`src/rtl/bird_datapath.sv`:
```
// Bird vertical motion, bounds/pipe collision and optional pipe-pass score (BIRD_SCORE_EN).
// Motion registers update one cycle after a tick; start and reset reload the launch state.
module bird_datapath #(
    parameter int SCREEN_H  = 120,
    parameter int BIRD_X    = 40,
    parameter int BIRD_SIZE = 4,
    parameter int START_Y   = 60,
    parameter int GRAVITY   = 1,
    parameter int FLAP_VEL  = 4,
    parameter int VMAX      = 6,
    parameter int PIPE_W    = 8,
    parameter int GAP_H     = 32
) (
    input  logic       clk,
    input  logic       reset,
    input  logic       start,
    input  logic       raise,
    input  logic       tick,
    input  logic [7:0] pipe_x,
    input  logic [6:0] gap_y,
    output logic [6:0] bird_y,
    output logic [4:0] vel,
    output logic       touched,
    output logic       flying,
    output logic [7:0] score
);
    typedef enum logic [1:0] {S_IDLE, S_FLY, S_HIT} state_t;

    localparam logic signed [5:0] GRAV6 = 6'(GRAVITY);
    localparam logic signed [5:0] VMAX6 = 6'(VMAX);
    localparam logic signed [4:0] FLAP5 = 5'(-FLAP_VEL);
    localparam logic signed [8:0] YMAX9 = 9'(SCREEN_H - BIRD_SIZE);

    state_t            r_state, w_state_n;
    logic [6:0]        r_bird_y;
    logic signed [4:0] r_vel;
    logic              r_touched;
    logic              w_load, w_move;
    logic signed [5:0] w_vel_inc;
    logic signed [4:0] w_vel_n;
    logic signed [8:0] w_y_raw;
    logic [6:0]        w_y_n;
    logic [8:0]        w_px9;
    logic              w_overlap, w_gap_miss, w_hit;

    // Velocity first, then position from the new velocity, then collision on the clamped row.
    always_comb begin
        w_vel_inc = {r_vel[4], r_vel} + GRAV6;
        if (raise)
            w_vel_n = FLAP5;
        else if (w_vel_inc > VMAX6)
            w_vel_n = VMAX6[4:0];
        else
            w_vel_n = w_vel_inc[4:0];
        w_y_raw = $signed({2'b00, r_bird_y}) + $signed({{4{w_vel_n[4]}}, w_vel_n});
        if (w_y_raw < 0)
            w_y_n = 7'd0;
        else if (w_y_raw > YMAX9)
            w_y_n = YMAX9[6:0];
        else
            w_y_n = w_y_raw[6:0];
        w_px9      = {1'b0, pipe_x};
        w_overlap  = (w_px9 <= 9'(BIRD_X + BIRD_SIZE - 1)) &&
                     (w_px9 + 9'(PIPE_W - 1) >= 9'(BIRD_X));
        w_gap_miss = ({2'b00, w_y_n} < {2'b00, gap_y}) ||
                     ({2'b00, w_y_n} + 9'(BIRD_SIZE) > {2'b00, gap_y} + 9'(GAP_H));
        w_hit      = (w_y_raw <= 0) || (w_y_raw >= YMAX9) || (w_overlap && w_gap_miss);
    end

    always_ff @(posedge clk) begin
        if (reset)
            r_state <= S_IDLE;
        else
            r_state <= w_state_n;
    end

    // start outranks tick in every state, so a same-cycle tick produces no motion.
    always_comb begin
        w_state_n = r_state;
        w_load    = 1'b0;
        w_move    = 1'b0;
        case (r_state)
            S_IDLE, S_HIT: begin
                if (start) begin
                    w_load    = 1'b1;
                    w_state_n = S_FLY;
                end
            end
            S_FLY: begin
                if (start) begin
                    w_load = 1'b1;
                end else if (tick) begin
                    w_move = 1'b1;
                    if (w_hit)
                        w_state_n = S_HIT;
                end
            end
            default: w_state_n = S_IDLE;
        endcase
    end

    always_ff @(posedge clk) begin
        if (reset || w_load) begin
            r_bird_y  <= 7'(START_Y);
            r_vel     <= 5'sd0;
            r_touched <= 1'b0;
        end else if (w_move) begin
            r_bird_y  <= w_y_n;
            r_vel     <= w_vel_n;
            r_touched <= w_hit;
        end
    end

`ifdef BIRD_SCORE_EN
    logic [7:0] r_score;

    // A pipe counts as passed on the tick its right edge lines up with the bird's left column.
    always_ff @(posedge clk) begin
        if (reset || w_load)
            r_score <= 8'd0;
        else if (w_move && !w_hit && (w_px9 + 9'(PIPE_W) == 9'(BIRD_X)) && (r_score != 8'hFF))
            r_score <= r_score + 8'd1;
    end

    assign score = r_score;
`else
    assign score = 8'd0;
`endif

    assign bird_y  = r_bird_y;
    assign vel     = r_vel;
    assign touched = r_touched;
    assign flying  = (r_state == S_FLY);

endmodule

```
`config.mk`:
```
export PLATFORM = sky130hd
export DESIGN_NAME = bird_datapath
export DESIGN_NICKNAME = d
export VERILOG_FILES = /design/src/rtl/bird_datapath.sv
export SDC_FILE = /design/constraint.sdc
export NUM_CORES = 1
export LEC_CHECK = 0
export ABC_AREA = 1
export CAP_MARGIN = 20
export CORE_UTILIZATION = 40
export DETAILED_ROUTE_END_ITERATION = 8
export PLACE_DENSITY = 0.66
export SYNTH_ARGS = -nofsm -noshare
export SYNTH_HDL_FRONTEND = slang
export SYNTH_SLANG_ARGS = --single-unit
```
`constraint.sdc`:
```
create_clock -name clk -period 8.78 [get_ports clk]
set_clock_uncertainty 0.2 [all_clocks]
set_input_delay 1.317 -clock clk [delete_from_list [all_inputs] [get_ports clk]]
set_output_delay 1.317 -clock clk [all_outputs]
set_load 0.05 [all_outputs]
```
* After elaboration in Yosys (flattened, before gate mapping)
Cells that the tools add are included.
W data, S select, Z words.
** Storage, ports and cells
- Register bits :: 15
- Bits of input ports :: 20
- Word-level logic and storage cells :: 48
- Output and inout port bits :: 22
** Cells by class
- Reduce and logical (&&, ||, !) cells :: 10
- Equal/unequal tests :: 6
- Add/sub/neg operators :: 5
- Magnitude comparators :: 9
- Multiplexer cells :: 14
** Operator list (number)
- $mux W7 :: 2
- $mux W5 :: 2
- $add A8 B3 Y9 const B :: 1
- $add A8 B5 Y9 :: 1
- $ge A9 B6 Y1 const B :: 1
- $ge A9 B8 Y1 const B :: 1
- $gt A9 B8 Y1 const B :: 1
- $le A9 B1 Y1 const B :: 1
- $lt A9 B1 Y1 const B :: 1
- $add A7 B3 Y8 const B :: 1
- $add A7 B6 Y8 const B :: 1
- $gt A8 B8 Y1 :: 1
- $le A8 B6 Y1 const B :: 1
- $mux W2 :: 4
- $lt A7 B7 Y1 :: 1
- $add A5 B2 Y6 const B :: 1
- $gt A6 B4 Y1 const B :: 1
- $ne A2 B2 Y1 const B :: 3
- $mux W1 :: 5
- $logic_or A1 B1 Y1 :: 4
- $pmux W2 S2 :: 1
- $reduce_and A4 Y1 :: 1
- $reduce_or A3 Y1 :: 1
- $eq A2 B1 Y1 const B :: 1
- other kinds (5) :: 6

* Longest topological paths before layout
- Depth in word-level cells :: 17
- Depth in mapped cells :: 39
- Mapped depth without buffers :: 39

* Least setup slack after synthesis
Ideal clock, no wire load.
- Path type :: register -> register
- Start :: register r_vel[0], in the netlist vel[0]
- End :: register r_state[0]
- Arrival time :: 4.716 ns
- Required time :: 8.510 ns
- Buffers on the path :: 0
- Setup time :: 0.070 ns
- Stages on the path, launching flop included :: 37
- Path slack :: 3.794 ns
- Path through :: dfxtp_1 -> ha_1 -> xor2_1 -> inv_1 -> nor3_1 -> inv_1 -> a31oi_1 -> inv_1 -> nand2_1 -> or2_2 -> inv_1 -> ha_1 -> fa_1 -> xor2_1 -> inv_1 -> nand3_1 -> nand2_1 -> inv_2 -> nand2_1 -> nand2_2 -> nand3_4 -> nand3_1 -> inv_1 -> ha_1 -> xnor2_1 -> inv_1 -> ha_1 -> nand2_1 -> nor2_1 -> nand3_1 -> o21ai_0 -> nand2_1 -> nand2_1 -> nand2_1 -> nand2_1 -> nand2_1 -> a21oi_1
** On the way
- Longest elaborated chain between the ends :: 15
- Elaborated cells on any way between the ends :: 20
- Classes of those cells :: add/sub (3); order compare (7); eq/ne (1); mux (4); reduce/logical (5)
** RTL lines
- start: declaration :: RTL line 36 : logic signed [4:0] r_vel;
- start signal: assignment :: RTL line 109 : r_vel <= w_vel_n;
- $add A5 B2 Y6 (*) :: RTL line 48 : w_vel_inc = {r_vel[4], r_vel} + GRAV6;
- $gt A6 B4 Y1 :: RTL line 51 : else if (w_vel_inc > VMAX6)
- $mux W5 (*) :: RTL line 51
- $mux W5 (*) :: RTL line 49 : if (raise)
- named net w_vel_n[0] :: RTL line 40 : logic signed [4:0] w_vel_n;
- $add A8 B5 Y9 (*) :: RTL line 55 : w_y_raw = $signed({2'b00, r_bird_y}) + $signed({{4{w_vel_n[4]}}, w_vel_n});
- $gt A9 B8 Y1 :: RTL line 58 : else if (w_y_raw > YMAX9)
- $mux W7 :: RTL line 58
- $mux W7 (*) :: RTL line 56 : if (w_y_raw < 0)
- named net w_y_n[3] :: RTL line 42 : logic [6:0] w_y_n;
- $add A7 B3 Y8 :: RTL line 66 : ({2'b00, w_y_n} + 9'(BIRD_SIZE) > {2'b00, gap_y} + 9'(GAP_H));
- $gt A8 B8 Y1 :: RTL line 66
- $logic_or A1 B1 Y1 (*) :: RTL line 65 : w_gap_miss = ({2'b00, w_y_n} < {2'b00, gap_y}) ||
- $logic_and A1 B1 Y1 (*) :: RTL line 67 : w_hit = (w_y_raw <= 0) || (w_y_raw >= YMAX9) || (w_overlap && w_gap_miss);
- $logic_or A1 B1 Y1 (*) :: RTL line 67
- $ne A2 B1 Y1 (no source line) (*)
- $reduce_and A4 Y1 (no source line) (*)
- end signal: assignment :: RTL line 74 : r_state <= w_state_n;
- end: declaration :: RTL line 34 : state_t r_state, w_state_n;
The timed path passes the listed nets; every way through them passes the cells marked *.
A chain may end at the register's enable or synchronous reset.

* Worst setup path after layout
- Start :: input raise
- End :: register r_touched, in the netlist touched
** On the way
- Longest elaborated chain between the ends :: 10
- Elaborated cells on any way between the ends :: 15
- Classes of those cells :: add/sub (2); order compare (6); mux (3); reduce/logical (4)
** RTL lines
- start: declaration :: RTL line 17 : input logic raise,
- $mux W5 (*) :: RTL line 49
- named net w_vel_n[0] :: RTL line 40
- $add A8 B5 Y9 (*) :: RTL line 55
- $gt A9 B8 Y1 :: RTL line 58
- $mux W7 :: RTL line 58
- $mux W7 (*) :: RTL line 56
- named net w_y_n[3] :: RTL line 42
- $add A7 B3 Y8 :: RTL line 66
- $gt A8 B8 Y1 :: RTL line 66
- $logic_or A1 B1 Y1 (*) :: RTL line 65
- $logic_and A1 B1 Y1 (*) :: RTL line 67
- $logic_or A1 B1 Y1 (*) :: RTL line 67
- end signal: assignment :: RTL line 110 : r_touched <= w_hit;
- end: declaration :: RTL line 37 : logic r_touched;
Marked as above.

==> metrics.md <==
| Metric | Value |
|---|---|
| Async SR Flop Fraction | 0% |
| Synth-to-Final Area Change | 22.38% |
| Die area | ~0.0048 mm2 |
| Register bit total from synthesis | 15 |
| Number of remaining DRC errors | 0 |
| Leading area contributor after synthesis | sky130_fd_sc_hd__ha_1 |
| Number of global-route vias before repair | about 1,600 |
| HPWL after detailed placement | 3303 um |
| Critical-path cell with the highest stage delay | sky130_fd_sc_hd__clkdlybuf4s50_1 |
| Clock input transition at the sequential cells of the worst setup and hold paths | 0.07 ns |
| Max Used Layer | met4 |
| Remaining antenna violation count | 0 |
| Worst vdd rail ir drop | 42.56 uV |
| Number of distinct library cells after synthesis | 35 |
| Upper clock frequency limit | approximately 190 MHz |
| Area inside the core boundary | 0.004354 mm2 |
| Clock buffers created by TritonCTS | 3 |
| Total met3 wirelength after detailed routing | 156 um |
| Cell with the most instances on the worst path | sky130_fd_sc_hd__nand2_1 |
| I/O pin total | 42 |
| Source-to-sink clock delay at the later pin of the worst-skew pair | 0.26 ns |
| Worst EP required | 8.77 ns |
| Unrepaired setup endpoints after global routing | false |
| Overall Global Routing Usage | approximately 17% |
| Post-CTS setup buffer count | 0 |
| Synth Warn # | 0 |
| Number of clock sinks | 15 |
| Class of the most critical hold timing path | reg -> reg |
| Final Critical Period | approximately 5.4 ns |
| Commonest register cell after synthesis | sky130_fd_sc_hd__dfxtp_1 |
| Cells after synthesis | 282 |
| Combined area of all synthesized cells | 0.001817 mm2 |
| Arrival time of data at the critical path endpoint | 5.37 ns |
| Global placer's final weighted congestion | just under 0.9 |
| Fraction of layout instances using a drive strength above 1 | about an eighth |
| Total number of nets in the final design | 364 |
| Share of the core filled with cells in the final layout | 51.06% |
| Area fraction of the dominant cell type after synthesis | 17.22% |
| Antenna violations before repair | 0 |
| Largest net degree at the start of global routing | 16 |
| Buffer levels on the longest clock path | 2 |
| Diodes inserted | 0 |
| Startpoint class of the critical path | input pin |
| Count of endpoints failing setup in the final report | 0 |
| Total length of routed met2 wires | 1777 um |
| Post-route setup TNS | 0 ns |
| Initial DRC Count | 94 |
| Final hold violation count | 0 |
| CTS tree | yes |
| Period Utilization, post-route | 61.29% |
| GRT Residual Overflow | 0 |
| Run status | completed |
| Max-slew violation count | 0 |
| Largest cells by area after synthesis | sky130_fd_sc_hd__ha_1 (17%), sky130_fd_sc_hd__dfxtp_1 (17%), sky130_fd_sc_hd__nand2_1 (12%) |
| Post-synth EDFFs | 0 |
| Detail-routed via count per cell | 4.794 |
| Port Buffers | 33 |
| Initial standard-cell utilization of the core | 41.72% |
| Avg Synthesized Cell Area | 6.442 um2 |
| Number of max-cap violations | 0 |
| Height of the die | 69.40 um |
| Detail-routed net length per standard cell | 10.38 um |
| Iteration count of the initial detailed-routing pass | 4 |
| Total leakage power | 1.134 nW |
| Clock tree root driver cell | sky130_fd_sc_hd__clkbuf_8 |
| Delay of the slowest critical-path stage | approximately 0.45 ns |
| Crit Path Class | in -> reg |
| CTS H-tree lvls | 1 |
| Via count | 1,769 |
| Endpoint class of the critical path | flop |
| Resized cells post-CTS | 0 |
| Share of the yosys chip area belonging to registers | 16.53% |
| Setup slack of the worst register-to-register path | approximately 3.7 ns |
| Worst-path maximum fanout | 6 |
| Global-route wire length before repair | 6837 um |
| Hold_buf cts | 0 |
| Row count | 24 |
| Met1 routed wirelength after detailed routing | 1831 um |
| Horizontal extent of the die | 69.40 um |
| Power density normalized to cell area | approximately 110 mW/mm2 |
| Detailed Route WL | about 3800 um |
==> kinds of logic (layout without fill, tap and decap cells) <==
kind of cell	Yosys count	in the layout	share of synthesized area, %
AND/OR/NAND/NOR	125	125	33.95
buffers and inverters	65	92	15.08
AO/OA/AOI/OAI	46	46	13.98
adder cells (fa/ha/maj)	26	26	18.32
flip-flops	15	15	16.53
XOR/XNOR	4	4	1.929
other	1	9	0.2064
==> flip-flops by register name, summed over array words and instances, names as in the netlist <==
register / count
vel: 5
r_state: 2
touched: 1
bird_y: 7
==> cells in the final DEF, fill, tap and decap left out <==
cell,count
sky130_fd_sc_hd__nand2_1,58
sky130_fd_sc_hd__inv_1,48
sky130_fd_sc_hd__clkdlybuf4s50_1,33
sky130_fd_sc_hd__ha_1,25
sky130_fd_sc_hd__a21oi_1,23
sky130_fd_sc_hd__nor2_1,18
sky130_fd_sc_hd__nand3_1,17
sky130_fd_sc_hd__dfxtp_1,15
sky130_fd_sc_hd__o21ai_0,12
sky130_fd_sc_hd__nand2_2,11
sky130_fd_sc_hd__conb_1,9
sky130_fd_sc_hd__inv_2,5
sky130_fd_sc_hd__nor2_2,5
sky130_fd_sc_hd__nand4_1,4
sky130_fd_sc_hd__nand2_4,4
sky130_fd_sc_hd__xor2_1,3
sky130_fd_sc_hd__o21ai_1,3
sky130_fd_sc_hd__o21ai_2,3
sky130_fd_sc_hd__clkbuf_8,3
sky130_fd_sc_hd__clkinv_1,2
sky130_fd_sc_hd__nor3_1,1
sky130_fd_sc_hd__a31oi_1,1
sky130_fd_sc_hd__nand4_2,1
sky130_fd_sc_hd__nor2_4,1
sky130_fd_sc_hd__nand3_2,1
sky130_fd_sc_hd__nand3_4,1
sky130_fd_sc_hd__or2_2,1
sky130_fd_sc_hd__xnor2_1,1
sky130_fd_sc_hd__o21bai_1,1
sky130_fd_sc_hd__o211ai_1,1
sky130_fd_sc_hd__o221ai_1,1
sky130_fd_sc_hd__nand3b_1,1
sky130_fd_sc_hd__nor4_1,1
sky130_fd_sc_hd__a211oi_1,1
sky130_fd_sc_hd__fa_1,1
sky130_fd_sc_hd__clkinvlp_4,1
==> where the power goes <==
group	total [W]	internal [W]	switching, W
Sequential	0.0000711	0.0000696	0.00000152
Clock	0.0000590	0.0000320	0.0000271
Combinational	0.000118	0.0000437	0.0000738
Total	0.000248	0.000145	0.000102
==> layer usage <==
layer,track usage (%),vias up
li1,-,954
met1,21.93,766
met2,29.88,42
met3,2.326,7
met4,5.669,0
met5,0,-
==> cell type report <==
type,instances,area (um2)
clock inverter,1,7.507
sequential,15,300.3
tap,52,65.06
clock buffer,3,41.29
inverter,55,206.4
fill,446,2131
timing repair buffer,33,330.3
multi-input combinational,210,1272
==> synthesized netlist by cell type (all sizes together), types with 2 or more instances <==
library cell,number
nor2,24
inv,53
nand3,19
nand4,5
o21ai,18
ha,25
dfxtp,15
nand2,73
a21oi,23
buf,8
clkbuf,2
clkinv,2
xor2,3
==> final timing paths <==
check | startpoint | cells past startpoint | end
worst max-delay path | raise | 31 | touched$_SDFFE_PP0P_
worst min-delay path | r_state[1]$_SDFFE_PP0P_ | 2 | r_state[1]$_SDFFE_PP0P_
worst max register to register | vel[0]$_SDFFE_PP0P_ | 36 | touched$_SDFFE_PP0P_
worst min register to register | r_state[1]$_SDFFE_PP0P_ | 2 | r_state[1]$_SDFFE_PP0P_
==> worst max-delay path: cells and delay by family <==
family / cells / cell delay [ns]
fa+ha+maj: 4 / 1.13
simple gates: 15 / 1.24
compound gates: 3 / 0.30
xor+xnor: 2 / 0.47
buf+inv: 7 / 0.88
==> per-stage QoR <==
stage	hold slack (ns)	cells	worst slack [ns]	area [um2]	power (W)
floorplan	0.2507	290	3.794	1847	0.0001647
global placement	0.2706	365	3.154	2175	0.0001897
detailed placement	0.2726	365	3.149	2175	0.0001905
CTS	0.2834	369	3.362	2223	0.0002495
global route	0.3182	369	2.904	2223	0.0002672
finish	0.2807	369	3.399	2223	0.0002477
(Power assumes the default switching activity.)
